`config.mk`:
```
export PLATFORM = sky130hd
export DESIGN_NAME = alu_issue_stage
export DESIGN_NICKNAME = d
export VERILOG_FILES = /design/src/rtl/alu_issue_stage_pkg.sv /design/src/rtl/alu_issue_stage_cmd_fifo.sv /design/src/rtl/alu_issue_stage.sv
export SDC_FILE = /design/constraint.sdc
export NUM_CORES = 1
export LEC_CHECK = 0
export ABC_AREA = 1
export BUFFER_PORTS_ARGS = -buffer_cell sky130_fd_sc_hd__buf_4
export CAP_MARGIN = 20
export CORE_UTILIZATION = 50
export CTS_CLUSTER_SIZE = 25
export DETAILED_ROUTE_END_ITERATION = 8
export HOLD_SLACK_MARGIN = 0.02
export PLACE_DENSITY = 0.72
export SETUP_SLACK_MARGIN = 0.02
export SYNTH_ARGS = -nofsm -noshare
export SYNTH_HDL_FRONTEND = slang
export SYNTH_SLANG_ARGS = --single-unit
```
`constraint.sdc`:
```
create_clock -name clk -period 13.93 [get_ports clk]
set_input_delay 4.179 -clock clk [delete_from_list [all_inputs] [get_ports clk]]
set_output_delay 4.179 -clock clk [all_outputs]
set_load 0.02 [all_outputs]
```
`src/rtl/alu_issue_stage_pkg.sv`:
```
// Shared definitions for the ALU issue stage: state encodings, default widths
// and the command FIFO entry layout helper.
package alu_issue_stage_pkg;

  localparam int ALU_WIDTH = 64;
  localparam int ALU_OPW   = 4;

  typedef enum logic [1:0] {
    IDLE = 2'd0,
    EXEC = 2'd1,
    HOLD = 2'd2
  } issue_state_e;

  // Entry layout is {a, b, op, acc_a}
  function automatic int cmd_entry_width(input int width, input int opw);
    return 2 * width + opw + 1;
  endfunction

endpackage

```
`src/rtl/alu_issue_stage_cmd_fifo.sv`:
```
// Command FIFO for the ALU issue stage: parameterised width/depth with an
// extra count bit so full and empty are distinguishable.
module alu_cmd_fifo #(
  parameter int W     = 8,
  parameter int DEPTH = 4
) (
  input  logic                     clk,
  input  logic                     rst_n,
  input  logic                     push,
  input  logic                     pop,
  input  logic [W-1:0]             din,
  output logic [W-1:0]             dout,
  output logic                     full,
  output logic                     empty,
  output logic [$clog2(DEPTH):0]   count
);

  localparam int AW = $clog2(DEPTH);

  logic [W-1:0]  mem_r [DEPTH];
  logic [AW-1:0] wr_ptr_r;
  logic [AW-1:0] rd_ptr_r;
  logic [AW:0]   count_r;
  logic          push_s;
  logic          pop_s;

  assign push_s = push && !full;
  assign pop_s  = pop && !empty;
  assign full   = (count_r == (AW+1)'(DEPTH));
  assign empty  = (count_r == {(AW+1){1'b0}});
  assign count  = count_r;
  assign dout   = mem_r[rd_ptr_r];

  // Storage write; contents need no reset since count gates every read
  always_ff @(posedge clk) begin
    if (push_s) begin
      mem_r[wr_ptr_r] <= din;
    end
  end

  // Pointers wrap naturally because DEPTH is a power of two
  always_ff @(posedge clk or negedge rst_n) begin
    if (!rst_n) begin
      wr_ptr_r <= {AW{1'b0}};
      rd_ptr_r <= {AW{1'b0}};
      count_r  <= {(AW+1){1'b0}};
    end else begin
      if (push_s) begin
        wr_ptr_r <= wr_ptr_r + AW'(1);
      end
      if (pop_s) begin
        rd_ptr_r <= rd_ptr_r + AW'(1);
      end
      case ({push_s, pop_s})
        2'b10:   count_r <= count_r + (AW+1)'(1);
        2'b01:   count_r <= count_r - (AW+1)'(1);
        default: count_r <= count_r;
      endcase
    end
  end

endmodule

```
`src/rtl/alu_issue_stage.sv`:
```
// Issue/collect stage in front of the ALU: queues commands, drives the ALU
// operands from registers and captures its result behind a valid/ready port.
module alu_issue_stage
  import alu_issue_stage_pkg::*;
#(
  parameter int WIDTH = ALU_WIDTH,
  parameter int OPW   = ALU_OPW,
  parameter int DEPTH = 4
) (
  input  logic             clk,
  input  logic             rst_n,
  input  logic             cmd_valid,
  output logic             cmd_ready,
  input  logic [WIDTH-1:0] cmd_a,
  input  logic [WIDTH-1:0] cmd_b,
  input  logic [OPW-1:0]   cmd_op,
  input  logic             cmd_acc_a,
  output logic [WIDTH-1:0] alu_a,
  output logic [WIDTH-1:0] alu_b,
  output logic [OPW-1:0]   alu_control,
  input  logic [WIDTH-1:0] alu_out,
  input  logic             alu_carry,
  output logic             res_valid,
  input  logic             res_ready,
  output logic [WIDTH-1:0] res_data,
  output logic             res_carry,
  output logic [WIDTH-1:0] acc,
  output logic             busy
);

  localparam int EW = cmd_entry_width(WIDTH, OPW);
  localparam int CW = $clog2(DEPTH) + 1;

  issue_state_e     state_r;
  issue_state_e     state_s;
  logic             fifo_push_s;
  logic             fifo_pop_s;
  logic             fifo_full_s;
  logic             fifo_empty_s;
  logic [CW-1:0]    fifo_count_s;
  logic [EW-1:0]    head_s;
  logic [WIDTH-1:0] head_a_s;
  logic [WIDTH-1:0] head_b_s;
  logic [OPW-1:0]   head_op_s;
  logic             head_acc_a_s;
  logic             capture_s;
  logic             release_s;

  assign cmd_ready    = !fifo_full_s;
  assign fifo_push_s  = cmd_valid && !fifo_full_s;
  assign busy         = (state_r != IDLE) || (fifo_count_s != {CW{1'b0}});

  assign head_a_s     = head_s[EW-1 -: WIDTH];
  assign head_b_s     = head_s[OPW+1 +: WIDTH];
  assign head_op_s    = head_s[1 +: OPW];
  assign head_acc_a_s = head_s[0];

  alu_cmd_fifo #(
    .W     (EW),
    .DEPTH (DEPTH)
  ) u_cmd_fifo (
    .clk   (clk),
    .rst_n (rst_n),
    .push  (fifo_push_s),
    .pop   (fifo_pop_s),
    .din   ({cmd_a, cmd_b, cmd_op, cmd_acc_a}),
    .dout  (head_s),
    .full  (fifo_full_s),
    .empty (fifo_empty_s),
    .count (fifo_count_s)
  );

  // State register
  always_ff @(posedge clk or negedge rst_n) begin
    if (!rst_n) begin
      state_r <= IDLE;
    end else begin
      state_r <= state_s;
    end
  end

  // Next state plus pop/capture/release strobes
  always_comb begin
    state_s    = state_r;
    fifo_pop_s = 1'b0;
    capture_s  = 1'b0;
    release_s  = 1'b0;
    case (state_r)
      IDLE: begin
        if (!fifo_empty_s) begin
          fifo_pop_s = 1'b1;
          state_s    = EXEC;
        end else begin
          state_s    = IDLE;
        end
      end
      EXEC: begin
        capture_s = 1'b1;
        state_s   = HOLD;
      end
      HOLD: begin
        if (res_ready) begin
          release_s = 1'b1;
          if (!fifo_empty_s) begin
            fifo_pop_s = 1'b1;
            state_s    = EXEC;
          end else begin
            state_s    = IDLE;
          end
        end else begin
          state_s = HOLD;
        end
      end
      default: begin
        state_s = IDLE;
      end
    endcase
  end

  // Operand load on pop, result/accumulator capture at the end of EXEC
  always_ff @(posedge clk or negedge rst_n) begin
    if (!rst_n) begin
      alu_a       <= {WIDTH{1'b0}};
      alu_b       <= {WIDTH{1'b0}};
      alu_control <= {OPW{1'b0}};
      res_valid   <= 1'b0;
      res_data    <= {WIDTH{1'b0}};
      res_carry   <= 1'b0;
      acc         <= {WIDTH{1'b0}};
    end else begin
      if (fifo_pop_s) begin
        alu_a       <= head_acc_a_s ? acc : head_a_s;
        alu_b       <= head_b_s;
        alu_control <= head_op_s;
      end
      if (capture_s) begin
        res_data  <= alu_out;
        res_carry <= alu_carry;
        acc       <= alu_out;
        res_valid <= 1'b1;
      end else if (release_s) begin
        res_valid <= 1'b0;
      end
    end
  end

endmodule
```
==> flow_summary.toml <==
[critical_path]
path_cells = "buf_4 > inv_1 > a21oi_1 > nand2_8 > inv_6 > ha_1 > inv_1 > fa_1 > a21oi_1 > o21ai_0 > xor2_1"
rr_endpoint = "alu_a[0]"
critPathLaunchType = "input port"
path_delay_family = "buffers and inverters"
end_kind = "register"
r2r_cells = 7
cp_data_arrival_time_ns = 6.85
crit_path_max_fanout = 61
critPathKind = "in2reg"
path_buf_inv = 4
crit_required_ns = 14.42
r2r-start = "u_cmd_fifo.rd_ptr_r[0]"
r2r_setup_slack_ns = 10.67
slowest_stage = "inv_6"
critPathMaxStageDelay_ns = 0.59

[placed_design]
pre_cts_ws_ns = 6.989
port-buffer-count = 465
placedInstanceArea_um2 = 33060
dpl.hpwl_um = 42040
gp_congestion = 0.8127

[cts]
cts_max_level = 3
cts_root_buf = "clkbuf_16"
clkLatencyLatePin_ns = 0.61
cts_inserted_buffers = 76
post_cts_resized = 0
clkTransAtPathRegs_ns = 0.06
ctsHoldBuffers = 0
cts_num_sinks = 739
cts_buffer_depth = 3
cts_tree = "done"
post_cts_buffers = 0

[sta]
worst_pin_slew_ns = 1.131
timing.final.ws_setup_ns = 7.570
tns_ns = 0
setup_viol = 0
rsz0062_at_grt = "false"
clock_skew_ns = 0.02477
holdWs_ns = 0.4825
fin_crit_sh_pct = 45.66
post-route-min-period_ns = 6.360
hold_viol_final = 0
slew_violations = 0
slew_headroom_pct = 24.58
fmax_mhz = 157.2

[power]
power.density_nw_per_um2 = 252.0
cellLeakagePower_nw = 14.96
finalPower_mw = 9.002
ir_drop_mv = 0.1526

[route]
wl_um = 70850
firstDrtPassIters = 6
wl_per_cell_um = 18.80
drcViolationCount = 0
drtIter0Drc = 1433
via_per_inst = 5.280
ant_nets = 0
via_count = 19900

[finish]
nets = 3144
fin_area_um2 = 35730
area_delta_synth_final_pct = 20.47
drive_gt1_share_pct = 22.83
nFillCells = 4526

[hold_path]
worstHoldStart = "alu_a[58]"
hold_path_end = "alu_a[58]"
min_delay_path_depth = 2
min_path_type = "reg2reg"

[synth]
async_reset_ff_share_pct = 28.01
synth_common_cells = "nand2_1, edfxtp_1, nor2_1"
synth_top_area_share_pct = 53.87
synth_area_um2 = 29660
synth.largest_area_cell = "edfxtp_1"
synthFlopType = "edfxtp_1"
ys.warnings.count = 0
yosys_register_bits = 739
synth.most_common_cell = "nand2_1"
synth_fp_nets = 2792
ys_types = 27
synth_edf_count = 532
postSynthAreaPerCell_um2 = 11.48
yosysSeqAreaShare_pct = 71.33
synthCells = 2584
yosys-top-cells-area = "edfxtp_1, dfrtp_1, nand2_1"

[floorplanning]
die_w_um = 245.5
core_area_um2 = 58140
die_y_um = 245.5
fp.dieArea_um2 = 60290
ios = 466
initial_core_util_pct = 51.01
fp-row-count = 88

[global_route]
track_usage_pct = 23.28
grt_pass1_vias = 19250
antenna_found_initial = 8
grt_max_degree = 140
grt_pass1_wl_um = 107900
grt_overflow_total = 0

[flow_run]
drv_cap = 0

[outcome]
status = "finished, final reports clean"
[per-layer routing]
layer  track usage, %  part of all wire [%]  vias up
met4            7.928                   2.3        8
met5                0                 0.056        -
met2            38.68                    49      715
li1                 -                     -     9363
met3            5.086                   7.5      119
met1            30.28                    41     9694
[stage by stage]
| step | std cells | util, % |
|---|---|---|
| global route | 3768 | 61.45 |
| global placement | 3621 | 56.87 |
| floorplan | 2584 | - |
| CTS | 3763 | 61.36 |
| detailed placement | 3621 | 56.87 |
| finish | 3769 | 61.46 |
[state kept, by name (all words and copies together), names as in the netlist]
signal,cells
u_cmd_fifo.mem_r,532
alu_a,64
alu_control,4
u_cmd_fifo.wr_ptr_r,2
u_cmd_fifo.count,3
res_valid,1
u_cmd_fifo.rd_ptr_r,2
acc,64
res_carry,1
state_r,2
alu_b,64
[kinds of logic (layout without fill, tap and decap cells)]
group,count (synthesis),count (layout),share of synthesized area [%]
simple gates,1265,1265,18.23
xor+xnor,3,3,0.08861
flops,739,739,71.33
fa+ha+maj,6,6,0.2784
buf+inv,294,710,5.366
other cells,0,4,0
compound gates,276,276,4.666
mux,1,1,0.03797
[worst max path at each step]
stage | startpoint | endpoint | depth (start not counted) | slack, ns
after global placement | res_ready | u_cmd_fifo.count[2] | 11 | 6.93
after floorplan | cmd_valid | u_cmd_fifo.mem_r[0][0] | 2 | 3.41
after global routing | res_ready | alu_a[23] | 8 | 7.42
after CTS | u_cmd_fifo.count[0] | busy | 4 | 7.61
after detailed placement | res_ready | u_cmd_fifo.count[2] | 11 | 6.99
final | res_ready | u_cmd_fifo.count[2] | 11 | 7.57
[worst min-delay path: stages (launching register included)]
cell and delay (ns):
dfrtp_1 0.34, nand2_1 0.05, nand2_1 0.05
[cells in the final DEF (no fill, tap or decap), types with 2 or more instances in the layout]
cell type   synthesis  layout
xor2_1              2       2
o21ai_0           139     139
inv_8               0       2
nand3_2            61      60
ha_1                5       5
o21ai_1            68      68
nand3_4             1       2
a21oi_1            68      68
clkbuf_16           0      80
clkinvlp_4          0       2
diode_2             0       4
nand3_1           198     198
clkbuf_8            0      12
dfrtp_1           207     205
clkinv_2            0      10
nor2_1            276     272
nor2_4              0       4
clkbuf_1           47      14
nand2_1           725     724
clkinv_1            0       7
bufinv_16           0       7
inv_1              77      77
edfxtp_1          532     532
nand2_4             1       2
buf_4              73     485
inv_6               0       7
[cell type report]
cell class,instances,area [um2],share of cell area [%]
antenna,4,10.01,0.02802
clock buffer,107,2227,6.233
clock inverter,35,384.1,1.075
inverter,80,317.8,0.8895
multi-input combinational,1551,6969,19.51
sequential,739,21160,59.22
tap,765,957.2,2.679
timing repair buffer,488,3704,10.37
[power breakdown]
group | total (mW) | switching (mW) | internal, mW | leakage [nW]
combinational | 3.55 | 2.38 | 1.17 | 6.38
sequential | 3.36 | 0.332 | 3.03 | 7.30
clock | 2.09 | 0.838 | 1.25 | 1.28
total | 9.00 | 3.55 | 5.45 | 15.0
Power figures use the tool's default switching activity.
